$ cat config.mk
export PLATFORM = sky130hd
export DESIGN_NAME = bit_serial_alu_flat
export DESIGN_NICKNAME = d
export VERILOG_FILES = /design/src/rtl/alu_pkg.sv /design/src/rtl/bit_serial_alu_if.sv /design/src/rtl/one_bit_alu.sv /design/src/rtl/bit_serial_alu.sv /design/src/flat_wrapper.sv
export SDC_FILE = /design/constraint.sdc
export NUM_CORES = 1
export LEC_CHECK = 0
export CORE_MARGIN = 5
export CORE_UTILIZATION = 53
export DETAILED_ROUTE_END_ITERATION = 8
export HOLD_SLACK_MARGIN = 0.1
export PLACE_DENSITY = 0.78
export RECOVER_POWER = 25
export SLEW_MARGIN = 20
export SYNTH_ARGS = -nofsm -noshare
export SYNTH_HDL_FRONTEND = slang
export SYNTH_SLANG_ARGS = --single-unit
$ cat constraint.sdc
create_clock -name clk -period 2.6 [get_ports clk]
set_clock_uncertainty 0.1 [all_clocks]
set_input_delay 0.65 -clock clk [delete_from_list [all_inputs] [get_ports clk]]
set_output_delay 0.65 -clock clk [all_outputs]
set_load 0.03 [all_outputs]
$ cat src/rtl/alu_pkg.sv
// rtl/alu_pkg.sv - opcodes, sequencer state type and opcode check shared by the bit-serial ALU
package alu_pkg;

    localparam logic [3:0] OP_AND = 4'b0000;
    localparam logic [3:0] OP_OR  = 4'b0001;
    localparam logic [3:0] OP_ADD = 4'b0010;
    localparam logic [3:0] OP_SUB = 4'b0110;
    localparam logic [3:0] OP_SLT = 4'b0111;
    localparam logic [3:0] OP_NOR = 4'b1100;

    typedef enum logic [1:0] {
        IDLE  = 2'd0,
        SHIFT = 2'd1,
        FIN   = 2'd2
    } state_t;

    function automatic logic is_legal_op(input logic [3:0] op);
        case (op)
            OP_AND, OP_OR, OP_ADD, OP_SUB, OP_SLT, OP_NOR: return 1'b1;
            default:                                       return 1'b0;
        endcase
    endfunction

endpackage

$ cat src/rtl/bit_serial_alu_if.sv
// rtl/bit_serial_alu_if.sv - request/response bundle between the EX stage and the bit-serial ALU
interface bit_serial_alu_if #(
    parameter int WIDTH = 32
);
    logic             in_valid;
    logic             in_ready;
    logic [3:0]       op;
    logic [WIDTH-1:0] src_a;
    logic [WIDTH-1:0] src_b;
    logic             done;
    logic [WIDTH-1:0] result;
    logic             carry_out;
    logic             overflow;
    logic             zero;
    logic             illegal_op;

    modport master (
        output in_valid, op, src_a, src_b,
        input  in_ready, done, result, carry_out, overflow, zero, illegal_op
    );

    modport slave (
        input  in_valid, op, src_a, src_b,
        output in_ready, done, result, carry_out, overflow, zero, illegal_op
    );

endinterface

$ cat src/rtl/one_bit_alu.sv
// rtl/one_bit_alu.sv - single ALU slice; with sub set the adder becomes a b - a - borrow_in subtractor
module one_bit_alu
    import alu_pkg::*;
(
    input  logic       a,
    input  logic       b,
    input  logic       cin,
    input  logic       less,
    input  logic       sub,
    input  logic [3:0] op,
    output logic       r,
    output logic       cout,
    output logic       set
);

    logic sum;

    always_comb begin
        sum  = a ^ b ^ cin;
        // In subtract mode cin/cout carry a borrow rather than a carry
        cout = sub ? ((a & ~b) | (~(a ^ b) & cin))
                   : ((a & b) | (cin & (a ^ b)));
        set  = sum;
        case (op)
            OP_AND:         r = a & b;
            OP_OR:          r = a | b;
            OP_ADD, OP_SUB: r = sum;
            OP_SLT:         r = less;
            OP_NOR:         r = ~(a | b);
            default:        r = 1'b0;
        endcase
    end

endmodule

$ cat src/rtl/bit_serial_alu.sv
// rtl/bit_serial_alu.sv - LSB-first WIDTH-cycle ALU sequencer around one one_bit_alu slice
// Optional build macro SLT_OVF_FIX_EN: SLT uses sign XOR overflow instead of the raw sign.
module bit_serial_alu
    import alu_pkg::*;
#(
    parameter int WIDTH = 32
) (
    input  logic             clk,
    input  logic             rst_n,
    bit_serial_alu_if.slave  bus
);

    localparam int CW = (WIDTH > 2) ? $clog2(WIDTH) : 1;

    state_t           state_q, state_d;
    logic [CW-1:0]    cnt_q, cnt_d;
    logic [3:0]       op_q, op_d;
    logic [WIDTH-1:0] a_sh_q, a_sh_d;
    logic [WIDTH-1:0] b_sh_q, b_sh_d;
    logic [WIDTH-2:0] res_sh_q, res_sh_d;
    logic             carry_q, carry_d;
    logic [WIDTH-1:0] result_q, result_d;
    logic             cout_q, cout_d;
    logic             ovf_q, ovf_d;
    logic             zero_q, zero_d;
    logic             illegal_q, illegal_d;

    logic             is_arith, is_sub, last_bit;
    logic             s_a, s_b, s_r, s_cout, s_set;
    logic             ovf_w, less_bit;
    logic [WIDTH-1:0] res_full;

    assign is_arith = (op_q == OP_ADD) || (op_q == OP_SUB) || (op_q == OP_SLT);
    assign is_sub   = (op_q == OP_SUB) || (op_q == OP_SLT);
    assign last_bit = (cnt_q == CW'(WIDTH - 1));

    // The slice subtracts a from b, so operands are swapped to get A - B
    assign s_a = is_sub ? b_sh_q[0] : a_sh_q[0];
    assign s_b = is_sub ? a_sh_q[0] : b_sh_q[0];

    one_bit_alu u_slice (
        .a    (s_a),
        .b    (s_b),
        .cin  (carry_q),
        .less (1'b0),
        .sub  (is_sub),
        .op   (op_q),
        .r    (s_r),
        .cout (s_cout),
        .set  (s_set)
    );

    assign ovf_w    = carry_q ^ s_cout;
    assign res_full = {s_r, res_sh_q};
`ifdef SLT_OVF_FIX_EN
    assign less_bit = s_set ^ ovf_w;
`else
    assign less_bit = s_set;
`endif

    always_ff @(posedge clk or negedge rst_n) begin
        if (!rst_n) state_q <= IDLE;
        else        state_q <= state_d;
    end

    always_comb begin
        state_d = state_q;
        case (state_q)
            IDLE:    if (bus.in_valid) state_d = is_legal_op(bus.op) ? SHIFT : FIN;
            SHIFT:   if (last_bit) state_d = FIN;
            FIN:     state_d = IDLE;
            default: state_d = IDLE;
        endcase
    end

    always_comb begin
        bus.in_ready = (state_q == IDLE);
        bus.done     = (state_q == FIN);
    end

    always_comb begin
        cnt_d     = cnt_q;
        op_d      = op_q;
        a_sh_d    = a_sh_q;
        b_sh_d    = b_sh_q;
        res_sh_d  = res_sh_q;
        carry_d   = carry_q;
        result_d  = result_q;
        cout_d    = cout_q;
        ovf_d     = ovf_q;
        zero_d    = zero_q;
        illegal_d = illegal_q;
        case (state_q)
            IDLE: begin
                if (bus.in_valid) begin
                    op_d      = bus.op;
                    a_sh_d    = bus.src_a;
                    b_sh_d    = bus.src_b;
                    carry_d   = 1'b0;
                    cnt_d     = '0;
                    illegal_d = !is_legal_op(bus.op);
                    if (!is_legal_op(bus.op)) begin
                        result_d = '0;
                        cout_d   = 1'b0;
                        ovf_d    = 1'b0;
                        zero_d   = 1'b1;
                    end
                end
            end
            SHIFT: begin
                a_sh_d   = a_sh_q >> 1;
                b_sh_d   = b_sh_q >> 1;
                res_sh_d = res_full[WIDTH-1:1];
                carry_d  = is_arith ? s_cout : 1'b0;
                cnt_d    = cnt_q + CW'(1);
                // Final flags are taken straight from the MSB slice so they land with FIN
                if (last_bit) begin
                    result_d = (op_q == OP_SLT) ? {{(WIDTH-1){1'b0}}, less_bit} : res_full;
                    cout_d   = is_arith ? s_cout : 1'b0;
                    ovf_d    = is_arith ? ovf_w  : 1'b0;
                    zero_d   = (result_d == '0);
                end
            end
            default: ;
        endcase
    end

    always_ff @(posedge clk or negedge rst_n) begin
        if (!rst_n) begin
            cnt_q     <= '0;
            op_q      <= OP_AND;
            a_sh_q    <= '0;
            b_sh_q    <= '0;
            res_sh_q  <= '0;
            carry_q   <= 1'b0;
            result_q  <= '0;
            cout_q    <= 1'b0;
            ovf_q     <= 1'b0;
            zero_q    <= 1'b0;
            illegal_q <= 1'b0;
        end else begin
            cnt_q     <= cnt_d;
            op_q      <= op_d;
            a_sh_q    <= a_sh_d;
            b_sh_q    <= b_sh_d;
            res_sh_q  <= res_sh_d;
            carry_q   <= carry_d;
            result_q  <= result_d;
            cout_q    <= cout_d;
            ovf_q     <= ovf_d;
            zero_q    <= zero_d;
            illegal_q <= illegal_d;
        end
    end

    assign bus.result     = result_q;
    assign bus.carry_out  = cout_q;
    assign bus.overflow   = ovf_q;
    assign bus.zero       = zero_q;
    assign bus.illegal_op = illegal_q;

endmodule

$ cat src/flat_wrapper.sv
// flat-port wrapper written by rule: the top's interface ports become plain ports
module bit_serial_alu_flat import alu_pkg::*;
#(
    parameter int WIDTH = 32
)
  (clk, rst_n, bus_in_valid, bus_op, bus_src_a, bus_src_b, bus_in_ready, bus_done, bus_result, bus_carry_out, bus_overflow, bus_zero, bus_illegal_op);
  bit_serial_alu_if #(.WIDTH(WIDTH)) bus_i ();
  input  logic clk;
  input  logic rst_n;
  input wire logic [$bits(bus_i.in_valid)-1:0] bus_in_valid;
  input wire logic [$bits(bus_i.op)-1:0] bus_op;
  input wire logic [$bits(bus_i.src_a)-1:0] bus_src_a;
  input wire logic [$bits(bus_i.src_b)-1:0] bus_src_b;
  output wire logic [$bits(bus_i.in_ready)-1:0] bus_in_ready;
  output wire logic [$bits(bus_i.done)-1:0] bus_done;
  output wire logic [$bits(bus_i.result)-1:0] bus_result;
  output wire logic [$bits(bus_i.carry_out)-1:0] bus_carry_out;
  output wire logic [$bits(bus_i.overflow)-1:0] bus_overflow;
  output wire logic [$bits(bus_i.zero)-1:0] bus_zero;
  output wire logic [$bits(bus_i.illegal_op)-1:0] bus_illegal_op;
  assign bus_i.in_valid = bus_in_valid;
  assign bus_i.op = bus_op;
  assign bus_i.src_a = bus_src_a;
  assign bus_i.src_b = bus_src_b;
  assign bus_in_ready = bus_i.in_ready;
  assign bus_done = bus_i.done;
  assign bus_result = bus_i.result;
  assign bus_carry_out = bus_i.carry_out;
  assign bus_overflow = bus_i.overflow;
  assign bus_zero = bus_i.zero;
  assign bus_illegal_op = bus_i.illegal_op;
  bit_serial_alu #(.WIDTH(WIDTH)) u_core (.clk(clk), .rst_n(rst_n), .bus(bus_i));
endmodule
=== Word level (Yosys, flattened, before mapping) ===
Index checks and enable logic that the tools add are counted.

* Flip-flop bits (word level): 143
* Input port bits: 71
* Output and inout bits: 38
* Logic and storage cells: 93

* Add/sub/neg operators: 1
* Eq/ne operators: 16
* Muxes and demuxes: 36
* Bitwise operators: 13
* Reduce and logical (&&, ||, !) cells: 15

{| class="wikitable"
|+ Operator list
! operator !! number
|-
| $mux 32 || 6
|-
| $pmux 32 s2 || 3
|-
| $logic_not 32->1 || 1
|-
| $eq 4x3->1 const B || 4
|-
| $mux 1 || 16
|-
| $pmux 5 s2 || 1
|-
| $eq 4x1->1 const B || 2
|-
| $eq 4x2->1 const B || 2
|-
| $eq 4x4->1 const B || 2
|-
| $logic_not 4->1 || 2
|-
| $pmux 1 s2 || 4
|-
| $mux 2 || 3
|-
| $reduce_and 2->1 || 3
|-
| $reduce_or 6->1 || 1
|-
| $add 5x1->5 const B || 1
|-
| $eq 5x5->1 const B || 1
|-
| $mux 5 || 1
|-
| $and 1x1->1 || 4
|-
| $ne 2x2->1 const B || 2
|-
| $pmux 1 s4 || 1
|-
| $pmux 2 s2 || 1
|-
| $reduce_and 4->1 || 1
|-
| $logic_or 1x1->1 || 3
|-
| $not 1->1 || 3
|-
| other kinds (9) || 13
|}

=== Longest topological paths before layout ===
* Depth after elaboration: 12
* Depth in mapped cells: 8
* Mapped depth without buffers: 8

=== Hierarchy ===
A second synthesis with hierarchy kept.

* Cells, all modules: 662
* Area total of the unflattened synthesis: 6118.4 um^2

{| class="wikitable"
|+ By module, submodules not included
! module !! instances !! cells an instance !! area an instance (um^2) !! seq. area each (um^2)
|-
| bit_serial_alu || 1 || 646 || 5978.2 || 3578.4
|-
| one_bit_alu || 1 || 16 || 140.1 || 0.0
|}

=== Worst setup path before layout ===
OpenSTA, ideal clock, no wires.

* Path type: reg-to-reg
* From: reg u_core.cnt_q[0]
* To: reg u_core.zero_q, in the netlist u_core.bus.zero
* Data arrival time: 1.676 ns
* Data required time: 2.377 ns
* Setup slack: 0.701 ns
* Cell stages (with the launch flop): 8
* Clock period less this slack: 1.899 ns
* Cell sequence: dfrtp_1 > ha_1 > and3_1 > ha_1 > nand2_1 > a21boi_4 > inv_2 > o221a_1

* Longest elaborated chain between the ends: 3

{| class="wikitable"
|+ RTL lines
! what !! line !! RTL
|-
| start, declared || bit_serial_alu.sv:16 || <nowiki>logic [CW-1:0] cnt_q, cnt_d;</nowiki>
|-
| start signal, assigned || bit_serial_alu.sv:142 || <nowiki>cnt_q <= cnt_d;</nowiki>
|-
| $eq 5x5->1 || bit_serial_alu.sv:35 || <nowiki>assign last_bit = (cnt_q == CW'(WIDTH - 1));</nowiki>
|-
| $ne 2x1->1 (no source line) || n/a ||
|-
| $reduce_and 4->1 (no source line) || n/a ||
|-
| end signal, assigned || bit_serial_alu.sv:151 || <nowiki>zero_q <= zero_d;</nowiki>
|-
| end, declared || bit_serial_alu.sv:25 || <nowiki>logic zero_q, zero_d;</nowiki>
|}

No other way between the ends.
A chain may end at the register's enable or synchronous reset.

=== Final worst setup path ===
* From: reg u_core.state_q[0]
* To: out bus_done

* Longest elaborated chain between the ends: 1

{| class="wikitable"
|+ RTL lines
! what !! line !! RTL
|-
| start, declared || bit_serial_alu.sv:15 || <nowiki>state_t state_q, state_d;</nowiki>
|-
| start signal, assigned || bit_serial_alu.sv:63 || <nowiki>else state_q <= state_d;</nowiki>
|-
| $eq 2x2->1 || bit_serial_alu.sv:78 || <nowiki>bus.done = (state_q == FIN);</nowiki>
|-
| end, declared || flat_wrapper.sv:15 || <nowiki>output wire logic [$bits(bus_i.done)-1:0] bus_done;</nowiki>
|}

No other way between the ends.

==> flow_summary.ini <==
[run_status]
outcome = finished clean

[critical_path]
path_cells = nor2b_1 > clkdlybuf4s50_1
cp_top_family = buffers and inverters
required_ns = 1.85
critPathMaxStageDelay_ns = 0.71
crit_path_end_kind = primary output
worst-path-max-fanout = 4
cpMaxStageDelayCell = clkdlybuf4s50_1
start_kind = register
worst-setup-path-type = register to primary output
worstPathArrival_ns = 1.77
critPathBufInv = 1

[sta]
worst_pin_slew_ns = 1.01
rsz0062_at_grt = no
fin_crit_sh_pct = 96.8
slew_headroom_pct = 32.5
setup_tns_ns = 0
setup_viol = 0
fmax_mhz = 397
period_needed_ns = 2.52
final-hold-violation-count = 0
finalMaxSlewViolations = 0

[global_routing]
grt-ovfl-total = 0
grtUsageMet1_pct = 27.2
grtUsageMet3_pct = 5.05
grt_start_max_net_pins = 68
met2_usage_pct = 32.6
grt_usage_pct = 20.5
top_usage_layer = met2
grt_pass1_wl_um = 23700
antenna_found_initial = 0
grt_pass1_vias = 5051

[cells_and_area]
syn2layout_area_growth_pct = 30.2
drive_above_1_share_pct = 6.93
final_cell_count_no_fill = 908
fillers = 893
multiInputGateArea_um2 = 2300
seq_area_um2 = 3580
num_antenna_cells = 0
fin_nets = 829

[floorplanning]
die_h_um = 118
io_pins = 109
core-area_um2 = 11400
die_w_um = 118
num_rows = 39
die-area_um2 = 13800
initial_core_util_pct = 53.9

[synth]
synthFlopType = dfrtp_1
synthTopCellsByCount = nand2_1 (242), dfrtp_1 (143), nor2_1 (69), a31oi_1 (61), a22o_1 (30)
yosysSeqAreaShare_pct = 58.4
synth_seq_cells = 143
mappedNetlistArea_um2 = 6130
yosysTopAreaCell = dfrtp_1
synthCells = 660
synth_nets = 737
synth-edff-count = 0
avgSynthCellArea_um2 = 9.28
ys_warn_count = 0
synth_area_leaders = dfrtp_1 (58%), nand2_1 (15%), a31oi_1 (6.2%)
synth_top_area_share_pct = 58.4
synthArstFlopShare_pct = 100
yosysMostFrequentCell = nand2_1
yosysUniqueCellTypes = 42

[place]
gp_congestion = 0.835
portBuffers = 108
dpl.hpwl_um = 9170
dp.cells = 875

[route]
drc = 0
via_per_inst = 5.51
drt_pass1_iterations = 5
drt-total-wl_um = 14100
via_count = 5004
drt-initial-drc-count = 401
drtAntennaViolNets = 0
routedWlPerCell_um = 15.6

[clocking]
clock_sinks = 143
cts_root_buf = clkbuf_16
cts_htree_levels = 4
clk-insertion-delay-late_ns = 0.42
cts_buffers = 17
cts_tree = done
post_cts_buffers = 0
cts_buffer_depth = 2
clk_pin_slew_ns = 0.06

[min_path]
hold_class = register to register

[pwr]
power_density_nw_per_um2 = 1080
ir_drop_mv = 0.510
total_power_mw = 8.62
cellLeakagePower_nw = 3.73

[flow_run]
drv_cap = 0
## cell type report
class | instances | area share, %
clock buffer | 22 | 6.20
sequential | 143 | 44.9
timing repair buffer | 120 | 15.7
tap | 143 | 2.24
multi-input combinational | 463 | 28.8
clock inverter | 10 | 1.85
inverter | 7 | 0.329
## metal layers
layer	part of all wire [%]	vias to the layer above
li1	-	2400
met1	44	2416
met2	49	161
met3	5.4	27
met4	1.9	0
met5	0	-
## what timing repair did
action,in CTS,in global routing
endpoints found under the hold margin,36,0
hold buffers,1,0
resized for setup,1,0
endpoints found under the setup margin,1,0
## flip-flops by register name, indices dropped and copies added, names as in the netlist
name and count:
u_core.a_sh_q 32, u_core.bus.carry_out 1, u_core.op_q 4, u_core.bus.overflow 1, u_core.b_sh_q 32, u_core.carry_q 1
u_core.res_sh_q 31, u_core.cnt_q 5, u_core.bus.zero 1, u_core.bus.result 32, u_core.bus.illegal_op 1, u_core.state_q 2
## power breakdown
| group | internal, mW | switching [mW] |
|---|---|---|
| logic | 0.999 | 1.55 |
| clock network | 1.65 | 0.952 |
| registers | 2.95 | 0.512 |
## final timing paths
path | startpoint | to | slack (ns) | depth (start not counted)
worst max-delay path | u_core.state_q[0]$_DFFE_PN0P_ | bus_done | 0.08 | 2
worst min-delay path | u_core.bus.illegal_op$_DFFE_PN0P_ | u_core.bus.illegal_op$_DFFE_PN0P_ | 0.39 | 2
worst min register to register | u_core.bus.illegal_op$_DFFE_PN0P_ | u_core.bus.illegal_op$_DFFE_PN0P_ | 0.39 | 2
min in group asynchronous | rst_n | u_core.bus.result[18]$_DFFE_PN0P_ | 0.84 | 2
worst max register to register | u_core.state_q[0]$_DFFE_PN0P_ | u_core.bus.result[3]$_DFFE_PN0P_ | 0.24 | 6
max in group asynchronous | rst_n | u_core.b_sh_q[19]$_DFFE_PN0P_ | 0.71 | 3
## logic make-up after synthesis
logic type / after synthesis / share of synthesized area [%]
AOI/OAI and AO/OA: 118 / 13.7
xor gates and xnor gates: 2 / 0.286
adders and majority gates: 6 / 1.35
buffers and inverters: 54 / 4.29
DFF: 143 / 58.4
muxes: 1 / 0.163
and+or+nand+nor: 336 / 21.8
## stage by stage
| stage | hold slack, ns | instance area, um^2 | worst slack (ns) | utilization (%) |
|---|---|---|---|---|
| after detailed placement | 0.380 | 7340 | 0.0563 | 64.5 |
| after global routing | 0.413 | 7980 | 0.0320 | 70.2 |
| after global placement | 0.363 | 7340 | 0.171 | 64.5 |
| after floorplan | 0.254 | 6130 | 0.701 | - |
| after CTS | 0.395 | 7990 | 0.0172 | 70.2 |
| final | 0.385 | 7980 | 0.0830 | 70.2 |
## cells in the final DEF (no fill, tap or decap), drive strengths merged, types with 2 or more instances in the layout
| cell | netlist | layout |
|---|---|---|
| bufinv | 0 | 3 |
| clkbuf | 20 | 24 |
| and3 | 2 | 2 |
| nand2 | 242 | 242 |
| a21oi | 4 | 4 |
| nor2b | 2 | 2 |
| a22o | 30 | 30 |
| a31oi | 62 | 62 |
| inv | 7 | 11 |
| nand2b | 2 | 2 |
| buf | 27 | 10 |
| nand3 | 2 | 2 |
| o21ai | 13 | 13 |
| clkinvlp | 0 | 3 |
| nor2 | 69 | 69 |
| a32o | 2 | 2 |
| ha | 5 | 5 |
| nor4 | 7 | 7 |
| nand4 | 3 | 3 |
| clkdlybuf4s50 | 0 | 106 |
| dfrtp | 143 | 143 |
## tightest hold or removal path, stage by stage (launching register included)
cell,delay [ns]
dfrtp_1,0.35
nand2_1,0.05
nand2_1,0.05
(Power assumes the default switching activity.)
